==> config.mk <==
export PLATFORM = sky130hd
export DESIGN_NAME = cabac_bin_engine_flat
export DESIGN_NICKNAME = d
export VERILOG_FILES = /design/src/rtl/cabac_bin_if.sv /design/src/rtl/cabac_bin_engine.sv /design/src/flat_wrapper.sv
export SDC_FILE = /design/constraint.sdc
export NUM_CORES = 1
export LEC_CHECK = 0
export CELL_PAD_IN_SITES_DETAIL_PLACEMENT = 0
export CELL_PAD_IN_SITES_GLOBAL_PLACEMENT = 1
export CORE_AREA = 2 2 142 144
export CTS_CLUSTER_DIAMETER = 80
export DETAILED_ROUTE_END_ITERATION = 8
export DIE_AREA = 0 0 144 146
export PLACE_DENSITY_LB_ADDON = 0.1
export SLEW_MARGIN = 20
export SYNTH_ARGS = -nofsm -noshare
export SYNTH_HDL_FRONTEND = slang
export SYNTH_SLANG_ARGS = --single-unit
==> constraint.sdc <==
create_clock -name clk -period 8.6 [get_ports clk]
set_clock_uncertainty 0.15 [all_clocks]
set_input_delay 2.58 -clock clk [delete_from_list [all_inputs] [get_ports clk]]
set_output_delay 2.58 -clock clk [all_outputs]
set_load 0.01 [all_outputs]
==> src/rtl/cabac_bin_if.sv <==
// cabac_bin_if: bitstream, bin-request and bin-result signals of the CABAC bin engine.
interface cabac_bin_if;
    logic       init;
    logic       bit_in;
    logic       bit_valid;
    logic       bit_ready;
    logic       req_valid;
    logic [1:0] req_mode;
    logic [7:0] req_state;
    logic       req_ready;
    logic       bin_valid;
    logic       bin_val;
    logic       slice_end;
    logic       busy;
    logic [8:0] cur_range;
    logic [8:0] cur_offset;

    modport master (
        output init, bit_in, bit_valid, req_valid, req_mode, req_state,
        input  bit_ready, req_ready, bin_valid, bin_val, slice_end, busy, cur_range, cur_offset
    );

    modport slave (
        input  init, bit_in, bit_valid, req_valid, req_mode, req_state,
        output bit_ready, req_ready, bin_valid, bin_val, slice_end, busy, cur_range, cur_offset
    );
endinterface

==> src/rtl/cabac_bin_engine.sv <==
// cabac_bin_engine: VVC arithmetic-decoder sequencer owning range/offset, decoding
// regular, bypass and terminate bins and pulling bitstream bits for init and renorm.
module cabac_bin_engine (
    input  logic        clk,
    input  logic        rst_n,
    cabac_bin_if.slave  eng
);
    typedef enum logic [2:0] {IDLE, INIT, READY, SHIFT, DECIDE, RENORM} state_e;

    state_e     state_q, state_d;
    logic [8:0] range_q, range_d;
    logic [8:0] offset_q, offset_d;
    logic [3:0] cnt_q, cnt_d;
    logic       term_q, term_d;
    logic [7:0] ctx_q, ctx_d;
    logic       pend_q, pend_d;
    logic       bin_valid_q, bin_valid_d;
    logic       bin_val_q, bin_val_d;
    logic       slice_end_q, slice_end_d;

    // getLPS: fold the state onto its LPS half, then scale by the range quadrant
    logic [4:0] q;
    logic [8:0] prod, rlps, rmps, trm, dec_range, dec_off;
    logic       lps, dec_bin;
    logic [9:0] t;
    logic       t_ge;

    assign q         = ctx_q[7] ? ~ctx_q[6:2] : ctx_q[6:2];
    assign prod      = {4'b0, q} * {5'b0, range_q[8:5]};
    assign rlps      = (prod >> 1) + 9'd4;
    assign rmps      = range_q - rlps;
    assign trm       = range_q - 9'd2;
    assign lps       = offset_q >= rmps;
    assign dec_range = term_q ? trm : (lps ? rlps : rmps);
    assign dec_bin   = term_q ? (offset_q >= trm) : (lps ^ ctx_q[7]);
    assign dec_off   = (!term_q && lps) ? offset_q - rmps : offset_q;
    assign t         = {offset_q, eng.bit_in};
    assign t_ge      = t >= {1'b0, range_q};

    always_ff @(posedge clk or negedge rst_n) begin
        if (!rst_n) begin
            state_q     <= IDLE;
            range_q     <= 9'd510;
            offset_q    <= 9'd0;
            cnt_q       <= 4'd0;
            term_q      <= 1'b0;
            ctx_q       <= 8'd0;
            pend_q      <= 1'b0;
            bin_valid_q <= 1'b0;
            bin_val_q   <= 1'b0;
            slice_end_q <= 1'b0;
        end else begin
            state_q     <= state_d;
            range_q     <= range_d;
            offset_q    <= offset_d;
            cnt_q       <= cnt_d;
            term_q      <= term_d;
            ctx_q       <= ctx_d;
            pend_q      <= pend_d;
            bin_valid_q <= bin_valid_d;
            bin_val_q   <= bin_val_d;
            slice_end_q <= slice_end_d;
        end
    end

    always_comb begin
        state_d     = state_q;
        range_d     = range_q;
        offset_d    = offset_q;
        cnt_d       = cnt_q;
        term_d      = term_q;
        ctx_d       = ctx_q;
        pend_d      = pend_q;
        bin_valid_d = 1'b0;
        bin_val_d   = bin_val_q;
        slice_end_d = 1'b0;
        if (eng.init) begin
            state_d  = INIT;
            range_d  = 9'd510;
            offset_d = 9'd0;
            cnt_d    = 4'd0;
        end else begin
            case (state_q)
                INIT: if (eng.bit_valid) begin
                    offset_d = {offset_q[7:0], eng.bit_in};
                    cnt_d    = cnt_q + 4'd1;
                    state_d  = (cnt_q == 4'd8) ? READY : INIT;
                end
                READY: if (eng.req_valid) begin
                    term_d  = eng.req_mode[1];
                    ctx_d   = eng.req_state;
                    state_d = eng.req_mode[0] ? SHIFT : DECIDE;
                end
                SHIFT: if (eng.bit_valid) begin
                    offset_d    = t_ge ? t[8:0] - range_q : t[8:0];
                    bin_val_d   = t_ge;
                    bin_valid_d = 1'b1;
                    state_d     = READY;
                end
                DECIDE: begin
                    range_d  = dec_range;
                    offset_d = dec_off;
                    pend_d   = dec_bin;
                    // terminate-with-1 ends the slice without renormalising
                    if ((term_q && dec_bin) || dec_range[8]) begin
                        bin_val_d   = dec_bin;
                        bin_valid_d = 1'b1;
                        slice_end_d = term_q && dec_bin;
                        state_d     = (term_q && dec_bin) ? IDLE : READY;
                    end else begin
                        state_d = RENORM;
                    end
                end
                RENORM: if (eng.bit_valid) begin
                    range_d  = {range_q[7:0], 1'b0};
                    offset_d = {offset_q[7:0], eng.bit_in};
                    if (range_q[7]) begin
                        bin_val_d   = pend_q;
                        bin_valid_d = 1'b1;
                        state_d     = READY;
                    end
                end
                default: ;
            endcase
        end
    end

    always_comb begin
        eng.bit_ready  = (state_q == INIT) || (state_q == SHIFT) || (state_q == RENORM);
        eng.req_ready  = (state_q == READY) && !eng.init;
        eng.busy       = (state_q != IDLE) && (state_q != READY);
        eng.bin_valid  = bin_valid_q;
        eng.bin_val    = bin_val_q;
        eng.slice_end  = slice_end_q;
        eng.cur_range  = range_q;
        eng.cur_offset = offset_q;
    end
endmodule

==> src/flat_wrapper.sv <==
// flat-port wrapper written by rule: the top's interface ports become plain ports
module cabac_bin_engine_flat 
  (clk, rst_n, eng_init, eng_bit_in, eng_bit_valid, eng_req_valid, eng_req_mode, eng_req_state, eng_bit_ready, eng_req_ready, eng_bin_valid, eng_bin_val, eng_slice_end, eng_busy, eng_cur_range, eng_cur_offset);
  cabac_bin_if eng_i ();
  input  logic clk;
  input  logic rst_n;
  input wire logic [$bits(eng_i.init)-1:0] eng_init;
  input wire logic [$bits(eng_i.bit_in)-1:0] eng_bit_in;
  input wire logic [$bits(eng_i.bit_valid)-1:0] eng_bit_valid;
  input wire logic [$bits(eng_i.req_valid)-1:0] eng_req_valid;
  input wire logic [$bits(eng_i.req_mode)-1:0] eng_req_mode;
  input wire logic [$bits(eng_i.req_state)-1:0] eng_req_state;
  output wire logic [$bits(eng_i.bit_ready)-1:0] eng_bit_ready;
  output wire logic [$bits(eng_i.req_ready)-1:0] eng_req_ready;
  output wire logic [$bits(eng_i.bin_valid)-1:0] eng_bin_valid;
  output wire logic [$bits(eng_i.bin_val)-1:0] eng_bin_val;
  output wire logic [$bits(eng_i.slice_end)-1:0] eng_slice_end;
  output wire logic [$bits(eng_i.busy)-1:0] eng_busy;
  output wire logic [$bits(eng_i.cur_range)-1:0] eng_cur_range;
  output wire logic [$bits(eng_i.cur_offset)-1:0] eng_cur_offset;
  assign eng_i.init = eng_init;
  assign eng_i.bit_in = eng_bit_in;
  assign eng_i.bit_valid = eng_bit_valid;
  assign eng_i.req_valid = eng_req_valid;
  assign eng_i.req_mode = eng_req_mode;
  assign eng_i.req_state = eng_req_state;
  assign eng_bit_ready = eng_i.bit_ready;
  assign eng_req_ready = eng_i.req_ready;
  assign eng_bin_valid = eng_i.bin_valid;
  assign eng_bin_val = eng_i.bin_val;
  assign eng_slice_end = eng_i.slice_end;
  assign eng_busy = eng_i.busy;
  assign eng_cur_range = eng_i.cur_range;
  assign eng_cur_offset = eng_i.cur_offset;
  cabac_bin_engine u_core (.clk(clk), .rst_n(rst_n), .eng(eng_i));
endmodule
==> results of run 1 <==
==> worst max-delay path: cells and delay by family (launching register included) <==
family | cells | cell delay [ps]
AO/OA/AOI/OAI | 8 | 2280
adder cells (fa/ha/maj) | 5 | 2210
XOR/XNOR | 3 | 880
AND/OR/NAND/NOR | 4 | 770
flip-flops | 1 | 550
buffers and inverters | 3 | 180
==> area by class of cell <==
cell class / instances / area (um2) / area share, %
Inverter: 37 / 139 / 2.68
Clock inverter: 3 / 18.8 / 0.362
Multi-Input combinational cell: 436 / 3260 / 62.8
Tap cell: 265 / 332 / 6.39
Sequential cell: 36 / 911 / 17.6
Timing Repair Buffer: 42 / 403 / 7.77
Clock buffer: 5 / 125 / 2.41
==> cells by family (layout without fill, tap and decap cells) <==
kind of cell	count (synthesis)	in the layout
xor+xnor	38	38
simple gates	177	177
buf+inv	56	87
flops	36	36
mux	15	15
compound gates	144	144
fa+ha+maj	62	62
==> report_power, final <==
part / switching (W) / total [W] / internal [W]
sequential: 0.00000608 / 0.000180 / 0.000174
combinational: 0.000496 / 0.000817 / 0.000322
clock: 0.0000828 / 0.000190 / 0.000107
total: 0.000585 / 0.00119 / 0.000602
==> state kept, by name (all words and copies together), names as in the netlist <==
| register | flops |
|---|---|
| u_core.eng.cur_offset | 9 |
| u_core.eng.cur_range | 9 |
| u_core.ctx_q | 6 |
| u_core.cnt_q | 4 |
| u_core.state_q | 3 |
| u_core.eng.bin_val | 1 |
| u_core.eng.bin_valid | 1 |
| u_core.eng.slice_end | 1 |
| u_core.pend_q | 1 |
| u_core.term_q | 1 |
==> layer usage <==
metal  share of wire, %  routed length, um  global-route usage (%)
met4                1.0                154                    3.14
met2                 45               6820                    22.7
met5                  0                  0                       0
met1                 51               7760                    20.9
met3                2.2                325                    1.45
==> through the flow <==
| step | hold slack [ps] | setup WS [ps] | util [%] |
|---|---|---|---|
| floorplan | 317 | 2190 | - |
| global placement | 347 | 1350 | 26.1 |
| detailed placement | 355 | 1350 | 26.1 |
| CTS | 372 | 1340 | 26.8 |
| global route | 377 | 992 | 26.8 |
| finish | 368 | 1460 | 26.8 |
==> final timing paths <==
check	from	endpoint	slack, ps	depth (start not counted)
worst min-delay path	u_core.pend_q	u_core.pend_q	370	2
max in group asynchronous	rst_n	u_core.eng.cur_offset[3]	5440	1
worst min register to register	u_core.pend_q	u_core.pend_q	370	2
worst max-delay path	u_core.ctx_q[7]	u_core.eng.cur_offset[6]	1460	23
min in group asynchronous	rst_n	u_core.cnt_q[0]	2280	1
worst max register to register	u_core.ctx_q[7]	u_core.eng.cur_offset[6]	1460	23
==> cells in the final DEF, fill, tap and decap left out, drive strengths merged, types with 4 or more instances in the layout <==
| cell type | instances |
|---|---|
| and2 | 16 |
| mux2i | 8 |
| buf | 6 |
| xnor2 | 22 |
| o211ai | 8 |
| inv | 36 |
| a31oi | 4 |
| clkdlybuf4s50 | 36 |
| dfrtp | 28 |
| nand3b | 4 |
| xor2 | 16 |
| dfstp | 8 |
| a211oi | 8 |
| nand2 | 38 |
| nand2b | 11 |
| nand3 | 14 |
| nor3 | 15 |
| o21ai | 35 |
| clkinv | 4 |
| mux2 | 7 |
| clkbuf | 5 |
| a21o | 9 |
| nand4 | 7 |
| a21oi | 31 |
| a21boi | 4 |
| nor4 | 6 |
| ha | 53 |
| nor2 | 50 |
| fa | 9 |
| nor2b | 5 |
==> results.md, run 1 <==
* Slew HR at 38.0%
* Fraction of the mapped netlist area in compound gates at 23.9%
* Io pins at 40
* Number of DRC markers in iteration 0 at 266
* Power density over the cells at 229 nW/um2
* Wire length of the first global-routing pass at 22.9 mm
* Total setup buffers inserted after CTS at 0
* Top area cells in the synthesized netlist: sky130_fd_sc_hd__dfrtp_1, sky130_fd_sc_hd__ha_1, sky130_fd_sc_hd__dfstp_2, sky130_fd_sc_hd__xnor2_1, sky130_fd_sc_hd__nor2_1
* Post-route cell area at 5180 um2
* # nets final at 636
* Antenna cell count at 0
* Top cell type's share of synthesized area at between 15 and 20%
* Critical Path AT at 7160 ps
* Multiplexer share of the synthesized area at under 10%
* Relative area change from synthesis to final layout at 18.1%
* Highest clock frequency the design can meet at 0.140 GHz
* Adder-cell share of the synthesized area at 19.2%
* Max-cap violations at 0
* Run status: finished clean
* Post-Route WL at 15.1 mm
* Stage delay of the slowest cell on the critical path at between 500 and 600 ps
* Ys Warns at 0
* Fraction of the yosys area taken by sequential cells at between 20% and 30%
* Xor and xnor area share after synthesis at between 7 and 8%
* Clock Path Buffers at 2
* Ratio of final minimum period to clock period at 83.0%
* Cell area after synthesis at 4390 um2
* Sum of negative setup slack at 0 ps
* Worst-skew pair later-pin latency at 290 ps
* Synthesized area divided by synthesized cell count at 8.31 um2
* Placed instance count at just over 800
* Top flip-flop cell by instance count after synthesis: sky130_fd_sc_hd__dfrtp_1
* H-tree levels at 2
* Transition time at the pin with the least slew margin at 930 ps
* Number of distinct library cell variants in the gate-level netlist after synthesis at 69
* Slowest CP cell: sky130_fd_sc_hd__dfrtp_1
* Clock root buffer: sky130_fd_sc_hd__clkbuf_16
* Setup Viol. Count Final at 0
* Area after detailed placement at 5040 um2
* Post-layout instance count excluding filler cells at 824
* Worst vdd rail ir drop at roughly 0.098 mV
* Number of failing hold endpoints at the final stage at 0
* Cell breakdown of the critical path: xor2_1 > nand2_1 > fa_1 > inv_1 > fa_1 > inv_1 > fa_1 > nand2b_1 > a21oi_1 > xor2_1 > xnor2_1 > ha_1 > or2_2 > o311a_4 > a21o_1 > ha_1 > a21oi_2 > inv_1 > o311a_1 > o22a_1 > a21oi_2 > nor2_1 > a32o_1
* CP Class: register to register
* Gate Count Post-Synth at between 500 and 600
* Launching element type of the critical path: register
* CTS tree: done
* Area enclosed by the die boundary at 21,000 um2
* Core footprint at 19,300 um2
* Initial antenna violation count at 0
* GPL Wtd Cong at 0.814
* Width of the die at 144 um
* Leakage power at 2.34 nW
* Number of port buffers at 37
* Min Tclk post-route at 7140 ps
* Antenna-violating nets left at 0
* Chip height at about 150 um
* Count of state elements after synthesis at 36
* Hold Buf Count CTS at 0
* Max Transition Viols Final at 0
* Simple-gate portion of the synthesized area at 19.9%
* Async set or reset register ratio after synthesis at 100%
* Path class of the lowest-slack min-delay path: register to register
* Via count of the first global-routing pass at 3,958
* Critical Path End Type: register
* FP Rows at between 50 and 60
* Post-cts resize count at 0
* Number of nets produced by synthesis at 606
* Number of CTS-inserted buffers at 5
* Via count at 4,005
* Tot GR Track Use at 14.3%
* Post-route total power at about 0.0012 W
* Drt pass-1 iters at 5
* Critical path data required time at 8630 ps
* Total grt overflow at 0
* Clock input transition at the sequential cells of the worst setup and hold paths at around 60 ps
* Cell types with the highest counts after synthesis: sky130_fd_sc_hd__ha_1, sky130_fd_sc_hd__nor2_1, sky130_fd_sc_hd__nand2_1
* Initial cell density of the core at a little under a quarter
* Largest family of logic cells by synthesized area: compound AO/OA/AOI/OAI gates
* HPWL after detailed placement at 11.6 mm
* Layout cells sized above 1 at 8.23%
* Number of filler instances in the final layout at 2,099
* Clock sink count at 36
* Post-synth EDFFs at 0
* Pin count of the biggest net entering global routing at 37
* Routed length per placed instance at around 18 um
* Number of remaining DRC errors at 0
* Most frequent cell after synthesis: sky130_fd_sc_hd__ha_1
* Via density per instance at 4.86
* Most area-hungry cell type in the Yosys netlist: sky130_fd_sc_hd__dfrtp_1
* Setup repair after global routing missed its margin: no
* Crit Path Max Fanout at 11
(Power assumes the default switching activity.)
==> inputs of run 2 (changes only) <==
==> constraint.sdc (replaced) <==
create_clock -name clk -period 7.14 [get_ports clk]
set_clock_uncertainty 0.15 [all_clocks]
set_input_delay 2.142 -clock clk [delete_from_list [all_inputs] [get_ports clk]]
set_output_delay 2.142 -clock clk [all_outputs]
set_load 0.01 [all_outputs]
==> results.md, run 2 (synthesis results as in run 1) <==
* Antenna cell count at 0 (unchanged)
* Max Transition Viols Final at 0 (unchanged)
* Clock network power share at 17.3% (+1.3 points)
* Post-layout instance count excluding filler cells at 834 (+1.2%)
* Min Tclk post-route at 6790 ps (-348 ps)
* Clock input transition at the sequential cells of the worst setup and hold paths at 60 ps (about the same)
* Antenna-violating nets left at 0 (unchanged)
* Max-cap violations at 0 (unchanged)
* Io pins at 40 (unchanged)
* Path class of the lowest-slack min-delay path: register to register
* Hold Buf Count CTS at 0 (unchanged)
* Via count at 4,011 (+0.15%)
* Ratio of final minimum period to clock period at 95.1% (+12 points)
* Critical path's most frequent cell: sky130_fd_sc_hd__inv_1
* Core footprint at 19,300 um2 (unchanged)
* CP Class: register to register
* CTS tree: done
* Combinational cell fraction of total power at 68.0% (-0.9 points)
* Routed length per placed instance at 18.1 um (-1.0%)
* Drt pass-1 iters at 4 (-1)
* Number of port buffers at 37 (unchanged)
* Area occupied by multi-input gates at 3290 um2 (+1.2%)
* Sw Pwr at 0.000714 W (+22%)
* Sequential cell area in the final layout at 912 um2 (+0.14%)
* Area after detailed placement at 5100 um2 (+1.2%)
* Setup repair after global routing missed its margin: no
* Width of the die at 144 um (unchanged)
* Critical Path AT at 6780 ps (-380 ps)
* Critical Path End Type: register
* Worst vdd rail ir drop at 0.0999 mV (+2.0%)
* Slowest CP cell: sky130_fd_sc_hd__fa_1
* Setup Viol. Count Final at 0 (unchanged)
* Critical path data required time at 7130 ps (-1500 ps)
* Chip height at 146 um (unchanged)
* Number of filler instances in the final layout at 2,105 (+0.29%)
* Sequential power share at 14.7% (-0.4 points)
* Highest clock frequency the design can meet at 0.147 GHz (+5.1%)
* Area enclosed by the die boundary at 21,000 um2 (unchanged)
* GPL Wtd Cong at 0.790 (-2.9%)
* Pint at 0.000775 W (+29%)
* Placed instance count at 824 (+0.98%)
* Via count of the first global-routing pass at 4,118 (+4.0%)
* Relative area change from synthesis to final layout at 21.3%
* Number of failing hold endpoints at the final stage at 0 (unchanged)
* Cell breakdown of the critical path: xor2_1 > nand2_1 > fa_1 > inv_1 > fa_1 > inv_1 > fa_1 > inv_1 > ha_1 > xnor2_2 > ha_1 > o21a_1 > o31a_1 > o311a_4 > a21o_1 > ha_1 > a21oi_2 > inv_1 > o311a_1 > o22a_1 > o221a_4 > a211oi_4 > nand2b_1 > a222oi_1
* Number of remaining DRC errors at 0 (unchanged)
* Via density per instance at 4.81 (-1.1%)
* Sum of negative setup slack at 0 ps (unchanged)
* Switching share of total power at 48.0% (-1.3 points)
* Slew HR at 41.8% (+3.8 points)
* Wire length of the first global-routing pass at 23.7 mm (+3.4%)
* Run status: finished clean
* Pin count of the biggest net entering global routing at 37 (unchanged)
* Launching element type of the critical path: register
* Total grt overflow at 0 (unchanged)
* Final Hold Slack at 370 ps (+1.83 ps)
* Number of DRC markers in iteration 0 at 170 (-36%)
* Tot GR Track Use at 14.5% (+0.19 points)
* Clock root buffer: sky130_fd_sc_hd__clkbuf_16
* Clock Path Buffers at 2 (unchanged)
* Crit Path Max Fanout at 6 (-5)
* Clock sink count at 36 (unchanged)
* Transition time at the pin with the least slew margin at 873 ps (-57.1 ps)
* Initial antenna violation count at 0 (unchanged)
* Worst-skew pair later-pin latency at 280 ps (about the same)
* Post-route total power at 0.00149 W (+25%)
* Number of CTS-inserted buffers at 5 (unchanged)
* Post-route cell area at 5320 um2 (+2.7%)
* H-tree levels at 2 (unchanged)
* Initial cell density of the core at 22.7% (unchanged)
* Power density over the cells at 280 nW/um2 (+22%)
* FP Rows at 51 (unchanged)
* # nets final at 646 (+1.6%)
* Most frequent standard cell in the layout excluding fill and tap cells: sky130_fd_sc_hd__ha_1
* Post-Route WL at 15.1 mm (+0.19%)
* Most used cells in the layout excluding fill and tap cells: sky130_fd_sc_hd__ha_1, sky130_fd_sc_hd__nor2_1, sky130_fd_sc_hd__nand2_1
* Layout cells sized above 1 at 11.1% (+2.8 points)
* Stage delay of the slowest cell on the critical path at 570 ps (+20 ps)
* Leakage power at 2.40 nW (+2.6%)
* HPWL after detailed placement at 12.0 mm (+2.8%)
## run 2: worst paths after layout
check / endpoint / from / depth (start not counted) / slack, ps
max reg2reg: u_core.state_q[0] / u_core.ctx_q[7] / 24 / 350
max: u_core.state_q[0] / u_core.ctx_q[7] / 24 / 350
min in group asynchronous: u_core.cnt_q[0] / rst_n / 1 / 1810
min reg2reg: u_core.pend_q / u_core.pend_q / 2 / 370
max in group asynchronous: u_core.ctx_q[7] / rst_n / 1 / 4430
min: u_core.pend_q / u_core.pend_q / 2 / 370
## run 2: what timing repair did
| action | in CTS | in global routing |
|---|---|---|
| endpoints found under the setup margin | 0 | 19 |
| buffers inserted | 0 | 2 |
| resized for setup | 0 | 8 |
## run 2: area by class of cell
cell class | count | area share (%)
flip-flops and latches | 36 | 17.1
well taps | 265 | 6.23
repair buffers | 52 | 8.98
inverters | 37 | 2.61
multi-input cells | 436 | 61.9
clock inverters | 3 | 0.799
clock buffers | 5 | 2.35
## run 2: power groups by stage
stage	logic, W	clock network (W)	registers (W)
after CTS	0.00100	0.000266	0.000218
final	0.00101	0.000258	0.000218
after floorplan	0.000708	0	0.000218
after global routing	0.00112	0.000274	0.000219
after global placement	0.000994	0	0.000222
after detailed placement	0.000991	0	0.000222
## run 2: stage by stage
stage                     worst slack (ps)  utilization [%]
after global placement                 162             26.4
after floorplan                        730                -
after CTS                             49.1             27.3
after detailed placement              84.3             26.4
after global routing                  13.9             27.5
final                                  350             27.5
## run 2: layer usage
metal | part of all wire, % | GRT usage (%) | vias up
li1 | - | - | 1998
met1 | 51 | 21.9 | 1957
met2 | 45 | 22.8 | 47
met3 | 2.8 | 1.28 | 9
met4 | 0.95 | 2.30 | 0
met5 | 0 | 0 | -
## run 2: worst max-delay path, delay by kind of cell, from the launching register on
kind | cells | cell delay, ps
xor+xnor | 2 | 470
compound gates | 10 | 2370
buf+inv | 4 | 270
simple gates | 2 | 320
flops | 1 | 480
fa+ha+maj | 6 | 2580
